[src/rtl/fnd_scan_controller_if.sv]
// Bus between the up-counter/board side and fnd_scan_controller.
// The controller's view is "slave"; the counter/board or a testbench uses "master".
interface fnd_scan_controller_if;
    // There is no valid/ready pair. i_counter_data is a level that the
    // converter samples on its own schedule, once every 16 cycles.
    // o_digitSelect and o_fndFont are registered levels that are always valid
    // after reset. dbg_state shows the converter FSM state for checkers.
    logic [13:0] i_counter_data;
    logic [3:0]  o_digitSelect;
    logic [7:0]  o_fndFont;
    logic [1:0]  dbg_state;

    modport master (output i_counter_data, input o_digitSelect, o_fndFont, dbg_state);
    modport slave  (input i_counter_data, output o_digitSelect, o_fndFont, dbg_state);
endinterface

[src/rtl/fnd_scan_controller.sv]
// Binary-to-BCD (serial double dabble) plus a 4-digit multiplexed FND scanner.
// Optional macro LEADING_ZERO_BLANK_EN blanks digits above the most significant nonzero digit.
module fnd_scan_controller #(
    parameter int SCAN_DIV  = 100000,
    parameter int MAX_VALUE = 9999
) (
    input logic                  i_clk,
    input logic                  i_reset,
    fnd_scan_controller_if.slave bus
);
    localparam logic [1:0] ST_IDLE  = 2'd0;
    localparam logic [1:0] ST_SHIFT = 2'd1;
    localparam logic [1:0] ST_DONE  = 2'd2;

    localparam int              PW         = (SCAN_DIV > 2) ? $clog2(SCAN_DIV) : 1;
    localparam logic [PW-1:0]   PRESC_LAST = PW'(SCAN_DIV - 1);
    localparam logic [13:0]     MAX_V      = 14'(MAX_VALUE);

    logic [1:0]    state;
    logic [3:0]    shift_cnt;
    logic [13:0]   bin_reg;
    logic [15:0]   bcd_work;
    logic [15:0]   bcd_disp;
    logic [11:0]   bcd_adj_lo;
    logic [15:0]   bcd_next;
    logic [13:0]   clamped;
    logic [PW-1:0] presc;
    logic [1:0]    digit_idx;
    logic [3:0]    cur_nib;
    logic [3:0]    sel_next;
    logic [7:0]    font_next;
    logic [3:0]    sel_q;
    logic [7:0]    font_q;

    assign clamped = (bus.i_counter_data > MAX_V) ? MAX_V : bus.i_counter_data;

    // The upper nibble is never adjusted. With the input clamped to 9999, the
    // prefix converted so far never exceeds 4999, so that nibble stays below 5.
    always_comb begin
        bcd_adj_lo = bcd_work[11:0];
        for (int i = 0; i < 3; i++) begin
            if (bcd_work[4*i +: 4] >= 4'd5)
                bcd_adj_lo[4*i +: 4] = bcd_work[4*i +: 4] + 4'd3;
        end
        bcd_next = {bcd_work[14:12], bcd_adj_lo, bin_reg[13]};
    end

    always_ff @(posedge i_clk) begin
        if (i_reset) begin
            state     <= ST_IDLE;
            shift_cnt <= 4'd0;
            bin_reg   <= 14'd0;
            bcd_work  <= 16'd0;
            bcd_disp  <= 16'd0;
        end else begin
            case (state)
                ST_IDLE: begin
                    bin_reg   <= clamped;
                    bcd_work  <= 16'd0;
                    shift_cnt <= 4'd0;
                    state     <= ST_SHIFT;
                end
                ST_SHIFT: begin
                    bcd_work  <= bcd_next;
                    bin_reg   <= {bin_reg[12:0], 1'b0};
                    shift_cnt <= shift_cnt + 4'd1;
                    if (shift_cnt == 4'd13) state <= ST_DONE;
                end
                ST_DONE: begin
                    // Single 16-bit copy, so the display never sees a half-converted value.
                    bcd_disp <= bcd_work;
                    state    <= ST_IDLE;
                end
                default: state <= ST_IDLE;
            endcase
        end
    end

    always_ff @(posedge i_clk) begin
        if (i_reset) begin
            presc     <= '0;
            digit_idx <= 2'd0;
        end else if (presc == PRESC_LAST) begin
            presc     <= '0;
            digit_idx <= digit_idx + 2'd1;
        end else begin
            presc <= presc + 1'b1;
        end
    end

    always_comb begin
        cur_nib  = 4'h0;
        sel_next = 4'b1110;
        case (digit_idx)
            2'd0: begin cur_nib = bcd_disp[3:0];   sel_next = 4'b1110; end
            2'd1: begin cur_nib = bcd_disp[7:4];   sel_next = 4'b1101; end
            2'd2: begin cur_nib = bcd_disp[11:8];  sel_next = 4'b1011; end
            default: begin cur_nib = bcd_disp[15:12]; sel_next = 4'b0111; end
        endcase
        case (cur_nib)
            4'd0: font_next = 8'hC0;
            4'd1: font_next = 8'hF9;
            4'd2: font_next = 8'hA4;
            4'd3: font_next = 8'hB0;
            4'd4: font_next = 8'h99;
            4'd5: font_next = 8'h92;
            4'd6: font_next = 8'h82;
            4'd7: font_next = 8'hF8;
            4'd8: font_next = 8'h80;
            4'd9: font_next = 8'h90;
            default: font_next = 8'hFF;
        endcase
`ifdef LEADING_ZERO_BLANK_EN
        if ((digit_idx == 2'd3 && bcd_disp[15:12] == 4'd0) ||
            (digit_idx == 2'd2 && bcd_disp[15:8]  == 8'd0) ||
            (digit_idx == 2'd1 && bcd_disp[15:4]  == 12'd0))
            font_next = 8'hFF;
`endif
    end

    // Select and font share one register stage, so they always change on the same edge.
    always_ff @(posedge i_clk) begin
        if (i_reset) begin
            sel_q  <= 4'b1110;
            font_q <= 8'hC0;
        end else begin
            sel_q  <= sel_next;
            font_q <= font_next;
        end
    end

    assign bus.o_digitSelect = sel_q;
    assign bus.o_fndFont     = font_q;
    assign bus.dbg_state     = state;
endmodule

[src/flat_wrapper.sv]
// flat-port wrapper written by rule: the top's interface ports become plain ports
module fnd_scan_controller_flat 
#(
    parameter int SCAN_DIV  = 100000,
    parameter int MAX_VALUE = 9999
)
  (i_clk, i_reset, bus_i_counter_data, bus_o_digitSelect, bus_o_fndFont, bus_dbg_state);
  fnd_scan_controller_if bus_i ();
  input logic i_clk;
  input logic i_reset;
  input wire logic [$bits(bus_i.i_counter_data)-1:0] bus_i_counter_data;
  output wire logic [$bits(bus_i.o_digitSelect)-1:0] bus_o_digitSelect;
  output wire logic [$bits(bus_i.o_fndFont)-1:0] bus_o_fndFont;
  output wire logic [$bits(bus_i.dbg_state)-1:0] bus_dbg_state;
  assign bus_i.i_counter_data = bus_i_counter_data;
  assign bus_o_digitSelect = bus_i.o_digitSelect;
  assign bus_o_fndFont = bus_i.o_fndFont;
  assign bus_dbg_state = bus_i.dbg_state;
  fnd_scan_controller #(.SCAN_DIV(SCAN_DIV), .MAX_VALUE(MAX_VALUE)) u_core (.i_clk(i_clk), .i_reset(i_reset), .bus(bus_i));
endmodule
[config.mk]
export PLATFORM = sky130hd
export DESIGN_NAME = fnd_scan_controller_flat
export DESIGN_NICKNAME = d
export VERILOG_FILES = /design/src/rtl/fnd_scan_controller_if.sv /design/src/rtl/fnd_scan_controller.sv /design/src/flat_wrapper.sv
export SDC_FILE = /design/constraint.sdc
export NUM_CORES = 1
export LEC_CHECK = 0
export BUFFER_PORTS_ARGS = -buffer_cell sky130_fd_sc_hd__buf_4
export CORE_ASPECT_RATIO = 1.25
export CORE_MARGIN = 2
export CORE_UTILIZATION = 50
export CTS_CLUSTER_DIAMETER = 50
export DETAILED_ROUTE_END_ITERATION = 12
export PLACE_DENSITY = 0.75
export REMOVE_ABC_BUFFERS = 1
export SLEW_MARGIN = 5
export SYNTH_ARGS = -nofsm -noshare
export SYNTH_HDL_FRONTEND = slang
export SYNTH_SLANG_ARGS = --single-unit
[constraint.sdc]
create_clock -name i_clk -period 2.65 [get_ports i_clk]
set_input_delay 0.53 -clock i_clk [delete_from_list [all_inputs] [get_ports i_clk]]
set_output_delay 0.53 -clock i_clk [all_outputs]
set_load 0.01 [all_outputs]
After elaboration in Yosys (flattened, before gate mapping)
Memory sizes are Yosys's and may differ from the RTL's. A register that Yosys moved wholly into a read port is not among the register bits. Cells that the tools add are included.

Bits in registers: 83. Memory bits (read-only): 112. Bits of input ports: 16. Logic and storage cells: 42. Memories: 1.

Add/sub/neg operators: 6. Magnitude comparators: 4. Equality and inequality tests: 7. Muxes and demuxes: 11. Reductions and logical operators: 4.

Memory list: (no name shown) (words 16, width 7, rd ports 1, clocked after memory_dff 1, wr ports 0, line fnd_scan_controller.sv:100) `case (cur_nib)`.

Operators by type and width (count): one-hot mux 16 bit (2 select lines) (1); one-hot mux 14 bit (2 select lines) (1); one-hot mux 4 bit (3 select lines) (2); adder 17 x 1 -> 17 bit, second input constant (1); equality test 17 bit, second input constant (1); greater-than comparator 14 bit, second input constant (1); 2-to-1 mux 14 bit (1); adder 4 x 2 -> 4 bit, second input constant (3); greater-or-equal comparator 4 x 3 -> 1 bit, second input constant (3); 2-to-1 mux 4 bit (3); one-hot mux 4 bit (2 select lines) (1); adder 4 x 1 -> 4 bit, second input constant (1); equality test 2 x 1 -> 1 bit, second input constant (2); equality test 2 bit, second input constant (2); equality test 4 bit, second input constant (1); zero test 2 bit (2); one-hot mux 2 bit (2 select lines) (1); adder 2 x 1 -> 2 bit, second input constant (1); 2-to-1 mux 2 bit (1); != test 2 x 1 -> 1 bit, second input constant (1); nonzero test 2 bit (1); OR reduction 2 bit (1).

Longest topological paths before layout
Gate-level depths: netlist of run 1.

Depth after elaboration: 3. Depth in mapped cells: 9.

Least setup slack after synthesis of run 1
OpenSTA, ideal clock, no wires.

Path kind: register to register. Start: register u_core.digit_idx[1]. End: register u_core.font_q[3], in the netlist u_core.bus.o_fndFont[3]. Library setup time: 132 ps. Arrival time: 1735 ps. Data required time: 2518 ps. Path slack: 783 ps. Stages on the path, launching flop included: 9. Clock period less this slack: 1867 ps. Cell sequence: dfxtp_1 -> inv_1 -> ha_1 -> a222oi_1 -> mux2_2 -> inv_1 -> ha_1 -> o21ai_0 -> a21oi_1.

Cells in the longest elaborated chain, start to end: 2. Elaborated cells between the ends (all ways): 4. Those cells by class: eq/ne: 2; mux: 1; reduce/logical: 1.

Ends and longest elaborated chain: start: declaration (line fnd_scan_controller.sv:28) `logic [1:0] digit_idx;`; start signal: assignment (line fnd_scan_controller.sv:85) `digit_idx <= digit_idx + 2'd1;`; equality test 2 bit, or another cell as far along (line fnd_scan_controller.sv:94) `case (digit_idx)`; one-hot mux 4 bit (3 select lines) * (line fnd_scan_controller.sv:94); end: declaration (line fnd_scan_controller.sv:33) `logic [7:0] font_q;`.

Every way passes the cells marked *; elsewhere a longest branch is shown, timed or not. A chain may end at the register's enable or synchronous reset.

Worst setup path in the final report of run 1
Ends and elaborated chain as after synthesis.

==> metrics.md, run 1 <==
| Metric | Value |
|---|---|
| Min-Delay Path Class | `reg -> reg` |
| Initial Util | `0.508` |
| GR Util All Layers | `0.181` |
| Clk Latency, worst-skew pair | `0.35 ns` |
| Clk pin slew, worst setup/hold paths | `0.09 ns` |
| R2r worst-path depth | `8` |
| Synthesized area | `3690 µm²` |
| Flop pwr share | `0.554` |
| Worst Path Arrival | `2.28 ns` |
| Main flop type after synthesis | `dfxtp_1` |
| Max IR drop VDD | `0.000252 V` |
| TritonCTS clock tree | `yes` |
| Die height | `100 µm` |
| Register with the most flip-flops | `u_core.presc` |
| PortBufs | `28` |
| Fill cell count | `678` |
| Die width | `80.9 µm` |
| Critical path endpoint category | `flop` |
| Clock share of power | `0.401` |
| Gpl congestion | `0.843` |
| H-tree depth | `3` |
| Max reg flops | `17` |
| Asr flop ratio synth | `0` |
| Pre-antenna DRT Iters | `4` |
| Clock skew | `0.0131 ns` |
| Slew @ Worst Pin | `0.724 ns` |
| Total negative slack | `0 ns` |
| PD cells | `550 nW/µm²` |
| Reg2reg start | `u_core.digit_idx[1]` |
| CTS resizes | `0` |
| Hold Path Stages | `2` |
| Slew Limit Headroom | `0.517` |
| Vias in the first global route | `2,846` |
| Total net switching power | `0.521 mW` |
| Top Registers | `u_core.presc (17), u_core.bcd_disp (16), u_core.bcd_work (16)` |
| Synth cell types | `40` |
| Post-DP HPWL | `4.75 mm` |
| Final wirelength | `6.95 mm` |
| Max clock buf depth | `2` |
| Antenna violations before repair | `0` |
| DRC viols | `0` |
| Fin. max-slew vios | `0` |
| Total setup buffers inserted after CTS | `0` |
| Final Util | `0.570` |
| Internal power | `1.76 mW` |
| Crit path launch | `u_core.digit_idx[1]` |
| Antenna Nets Post-Route | `0` |
| Fraction of layout instances using a drive strength above 1 | `0.109` |
| Total grt overflow | `0` |
| Number of clock sinks | `82` |
| Min-Delay Startpoint | `u_core.bcd_work[15]` |
| Antenna diodes | `0` |
| Pin count of the biggest net entering global routing | `68` |
| CTS Hold Buffers Added | `0` |
| Max cap viols | `0` |
| Switch share | `0.228` |
| CTS root buffer | `clkbuf_8` |
| Syn avg cell area | `8.15 µm²` |
| Post-synth EDFFs | `0` |
| Routed WL per cell | `12.3 µm` |
| Crit share post-route | `0.779` |
| Ys Warns | `0` |
| Worst R2R End | `u_core.bus.o_fndFont[3]` |
| Core Region | `7270 µm²` |
| Vias/cell | `5.40` |
| Leak | `1.56 nW` |
| Outcome | `complete, no violations` |
| Area Overhead vs Synth | `12.3%` |
| Rows | `35` |
| Final Cell Area | `4150 µm²` |
| TritonCTS buffer count | `9` |
| Synth Instances | `453` |
| Worst hold path endpoint | `u_core.bcd_disp[15]` |
| Die ar. | `8090 µm²` |
| Tmin final | `2.06 ns` |
| Layout Nets | `502` |
| Fin. Hold Viols | `0` |
| CP Max Fanout | `6` |
| DP Area | `3940 µm²` |
| Achievable clock frequency | `484 MHz` |
| Final setup vio count | `0` |
| First-pass GRT wire length | `11.8 mm` |
| RSZ-0062 raised after global routing | `no` |
| Share of the yosys chip area belonging to registers | `0.445` |
| Crit Path Category | `reg -> reg` |
| Iteration-0 DRC Markers | `117` |
| Reg2reg setup slack | `0.59 ns` |
| Comb pwr share | `0.045` |
| WP data required | `2.87 ns` |
| Via count of the routed design | `3,062` |
| #FFs+latches synth | `82` |
| Io pins | `30` |
| Total power | `2.28 mW` |
| CP Launch Type | `flop` |
-- cells by family after synthesis --
| kind of cell | after synthesis | synth area share |
|---|---|---|
| flops | 82 | 0.445 |
| compound gates | 98 | 0.148 |
| xor+xnor | 23 | 0.0546 |
| other cells | 1 | 0.00102 |
| buf+inv | 43 | 0.0498 |
| simple gates | 183 | 0.228 |
| fa+ha+maj | 16 | 0.0542 |
| mux | 7 | 0.0200 |
-- worst max-delay path, cell delays in order (launching register included) --
cell      delay, ns
dfxtp_1        0.38
inv_1          0.08
ha_1           0.23
a222oi_1       0.34
mux2_2         0.29
inv_1          0.10
ha_1           0.27
o21ai_0        0.16
a21oi_1        0.08
-- synth_stat cells, drive strengths merged (2+ instances only) --
cell / count / share of area
a21oi: 61 / 0.083
nor4: 2 / 0.0051
nand3b: 4 / 0.0081
mux2i: 4 / 0.011
xnor2: 10 / 0.024
a22oi: 8 / 0.016
nand2b: 8 / 0.014
nand3: 12 / 0.016
dfxtp: 82 / 0.44
clkbuf: 21 / 0.021
a211oi: 2 / 0.0041
ha: 16 / 0.054
a222oi: 4 / 0.011
and4: 2 / 0.0054
nor2: 69 / 0.070
nor3: 10 / 0.014
inv: 17 / 0.017
buf: 5 / 0.011
xor2: 13 / 0.031
a21o: 2 / 0.0041
nand2: 55 / 0.056
nor2b: 5 / 0.0085
nor3b: 4 / 0.0081
nand4: 4 / 0.0068
o21ai: 19 / 0.026
mux2: 3 / 0.0091
and2: 3 / 0.0051
-- layer usage --
metal | part of all wire | global-route usage
met1 | 0.43 | 0.194
met2 | 0.52 | 0.335
met3 | 0.021 | 0.0288
met4 | 0.024 | 0.0926
met5 | 0 | 0
-- worst max path at each step --
stage | endpoint | slack, ns | cells past startpoint
after floorplan | u_core.bcd_disp[0] | 0.47 | 3
after global placement | u_core.bus.o_fndFont[3] | 0.64 | 8
after detailed placement | u_core.bus.o_fndFont[3] | 0.58 | 8
after CTS | u_core.bus.o_fndFont[3] | 0.57 | 8
after global routing | u_core.bus.o_fndFont[0] | 0.33 | 7
final | u_core.bus.o_fndFont[3] | 0.59 | 8
-- metrics by stage --
step                std cells  setup slack [ns]  hold slack (ns)
floorplan                 427             0.473            0.426
global placement          551             0.642            0.447
detailed placement        551             0.579            0.448
CTS                       567             0.567            0.453
global route              567             0.327            0.473
finish                    567             0.585            0.457
-- cell usage in the layout, fill, tap and decap left out, drive strengths merged, types with 5 or more instances in the layout --
master	instances
o21ai	19
buf	32
clkbuf	11
a22oi	8
dfxtp	82
a21oi	61
inv	17
nor2b	5
nor2	69
ha	16
xor2	13
nand2b	8
nand2	55
nand3	12
xnor2	10
nor3	10
-- power groups by stage --
stage	logic [mW]	clock network, mW	registers (mW)
floorplan	0.0477	0	1.29
global placement	0.100	0	1.29
detailed placement	0.102	0	1.29
CTS	0.103	0.929	1.26
global route	0.114	0.972	1.27
finish	0.101	0.915	1.26
-- final cells by class --
type	count	area (µm²)	area share
timing repair buffer	32	253	0.0610
multi-input combinational	328	1870	0.450
tap	92	115	0.0278
clock buffer	11	141	0.0341
inverter	17	63.8	0.0154
clock inverter	5	63.8	0.0154
sequential	82	1640	0.396
Power figures use the tool's default switching activity.
==> run 2, diff against run 1 <==
- clock period: 2.65 -> 1.91 ns (I/O delays scaled with it)
==> run 2 against run 1 <==
Net effect:
- combinational power grew 49%
- critical path depth stayed put
- clock power rose by 29%
- design area up 4.7%
- setup slack lost 0.57 ns
- via count is 1.3% higher
- global-route usage rose by 1.1 points
- critical path type unchanged
==> metrics.md, run 2 (synthesis results as in run 1) <==
| Metric | Value |
|---|---|
| Worst Path Arrival | `2.20 ns (-0.08 ns)` |
| Post-DP HPWL | `4.97 mm (+4.5%)` |
| Achievable clock frequency | `526 MHz (+8.7%)` |
| Pin count of the biggest net entering global routing | `57 (-16%)` |
| Fill cell count | `644 (-5.0%)` |
| Fraction of layout instances using a drive strength above 1 | `0.171 (+0.0620)` |
| Iteration-0 DRC Markers | `129 (+10%)` |
| Max IR drop VDD | `0.000468 V (+86%)` |
| WP data required | `2.21 ns (-0.66 ns)` |
| Antenna diodes | `0 (unchanged)` |
| Comb pwr share | `0.049 (+0.004)` |
| Outcome | `complete, no violations` |
| Leak | `1.65 nW (+5.7%)` |
| Gpl congestion | `0.771 (-8.6%)` |
| Clk Latency, worst-skew pair | `0.37 ns (+0.02 ns)` |
| CP Launch Type | `flop` |
| Vias in the first global route | `2,881 (+1.2%)` |
| H-tree depth | `3 (unchanged)` |
| Die height | `100 µm (unchanged)` |
| Pre-CTS setup slack | `-0.0388 ns (-0.618 ns)` |
| TritonCTS buffer count | `9 (unchanged)` |
| Max clock buf depth | `2 (unchanged)` |
| PD cells | `710 nW/µm² (+29%)` |
| Via count of the routed design | `3,101 (+1.3%)` |
| Layout Cells excl Fill | `582 (+2.6%)` |
| Critical path endpoint category | `flop` |
| Internal power | `2.30 mW (+31%)` |
| Rows | `35 (unchanged)` |
| Clock skew | `0.0114 ns (-0.00173 ns)` |
| Crit Path Category | `reg -> reg` |
| Antenna violations before repair | `0 (unchanged)` |
| CTS Hold Buffers Added | `0 (unchanged)` |
| Core Region | `7270 µm² (unchanged)` |
| Die width | `80.9 µm (unchanged)` |
| Most frequent cells in the layout | `79 x dfxtp_1, 69 x nor2_1, 61 x a21oi_1` |
| Die ar. | `8090 µm² (unchanged)` |
| GR Util All Layers | `0.192 (+0.0112)` |
| Area taken by multi-input logic gates | `1940 µm² (+4.2%)` |
| First-pass GRT wire length | `12.3 mm (+4.2%)` |
| DRC viols | `0 (unchanged)` |
| Final WS setup | `0.0104 ns (-0.575 ns)` |
| Slew @ Worst Pin | `0.562 ns (-0.161 ns)` |
| Final wirelength | `7.36 mm (+5.9%)` |
| Switch share | `0.255 (+0.0261)` |
| Total grt overflow | `0 (unchanged)` |
| Final setup vio count | `0 (unchanged)` |
| Fin. max-slew vios | `0 (unchanged)` |
| TritonCTS clock tree | `yes` |
| Flop pwr share | `0.569 (+0.015)` |
| PortBufs | `28 (unchanged)` |
| Clk pin slew, worst setup/hold paths | `0.09 ns (about the same)` |
| Layout Nets | `517 (+3.0%)` |
| Crit share post-route | `0.995 (+0.215)` |
| Fin. Hold Viols | `0 (unchanged)` |
| Register with the most flip-flops | `u_core.presc` |
| RSZ-0062 raised after global routing | `yes` |
| Total net switching power | `0.784 mW (+51%)` |
| Initial Util | `0.508 (unchanged)` |
| Number of clock sinks | `82 (unchanged)` |
| Pre-antenna DRT Iters | `7 (+3)` |
| Io pins | `30 (unchanged)` |
| Placed Instances | `562 (+2.0%)` |
| Fin Hold WS | `0.298 ns (-0.159 ns)` |
| Routed WL per cell | `12.6 µm (+3.1%)` |
| Area Overhead vs Synth | `17.5%` |
| Max reg flops | `17 (unchanged)` |
| Tmin final | `1.90 ns (-0.165 ns)` |
| Top Registers | `u_core.presc (17), u_core.bcd_disp (16), u_core.bcd_work (16)` |
| CTS root buffer | `clkbuf_8` |
| Clock share of power | `0.382 (-0.019)` |
| Min-Delay Path Class | `in -> reg` |
| Max cap viols | `0 (unchanged)` |
| CP Max Fanout | `5 (-1)` |
| Vias/cell | `5.33 (-1.3%)` |
| Slew Limit Headroom | `0.625 (+0.108)` |
| FF+latch area | `1650 µm² (+0.38%)` |
| Commonest non-fill, non-tap cell in the layout | `dfxtp_1` |
| Antenna Nets Post-Route | `0 (unchanged)` |
run 2: critical path: stages, from the launching register on:
cell	delay [ns]
dfxtp_2	0.36
inv_2	0.06
ha_4	0.17
a222oi_1	0.41
mux2_4	0.24
inv_2	0.05
ha_2	0.31
o21ai_1	0.06
a21oi_1	0.16
run 2: path summary, 6_finish.rpt:
| kind | cells after the start | end | startpoint | slack, ns |
|---|---|---|---|---|
| setup / recovery | 8 | u_core.bus.o_fndFont[3] | u_core.digit_idx[1] | 0.01 |
| hold / removal | 2 | u_core.bcd_work[3] | i_reset | 0.30 |
| setup reg to reg | 8 | u_core.bus.o_fndFont[3] | u_core.digit_idx[1] | 0.01 |
| hold reg to reg | 2 | u_core.bcd_disp[13] | u_core.bcd_disp[13] | 0.47 |
run 2: layout make-up:
type,count,area share
Clock buffer,9,0.0285
Clock inverter,7,0.0136
Inverter,17,0.0147
Multi-Input combinational cell,328,0.448
Sequential cell,82,0.380
Tap cell,92,0.0265
Timing Repair Buffer,47,0.0888
run 2: routing by layer:
| layer | part of all wire | track usage |
|---|---|---|
| met4 | 0.022 | 0.0913 |
| met2 | 0.53 | 0.338 |
| met1 | 0.42 | 0.214 |
| met3 | 0.030 | 0.0468 |
| met5 | 0 | 0 |
run 2: power by group through the flow:
stage / combinational, mW / sequential (mW) / clock, mW
after global routing: 0.171 / 1.76 / 1.28
after global placement: 0.147 / 1.79 / 0
after CTS: 0.150 / 1.76 / 1.21
after detailed placement: 0.150 / 1.80 / 0
after floorplan: 0.0662 / 1.79 / 0
final: 0.150 / 1.75 / 1.18
run 2: timing repair:
action                                  in CTS  in global routing
pin swaps                                    1                  9
gates resized for setup                      4                 22
buffers inserted                             0                  4
endpoints found under the setup margin       4                 18
run 2: stage by stage:
step,power (mW),cell area (µm²),util,setup TNS [ns]
6_report,3.08,4340,0.597,0
5_1_grt,3.21,4340,0.597,-0.318
4_1_cts,3.12,4230,0.582,-0.00621
3_5_place_dp,1.95,4040,0.555,-0.0558
3_3_place_gp,1.94,4040,0.555,0
2_1_floorplan,1.86,3570,-,-4.43
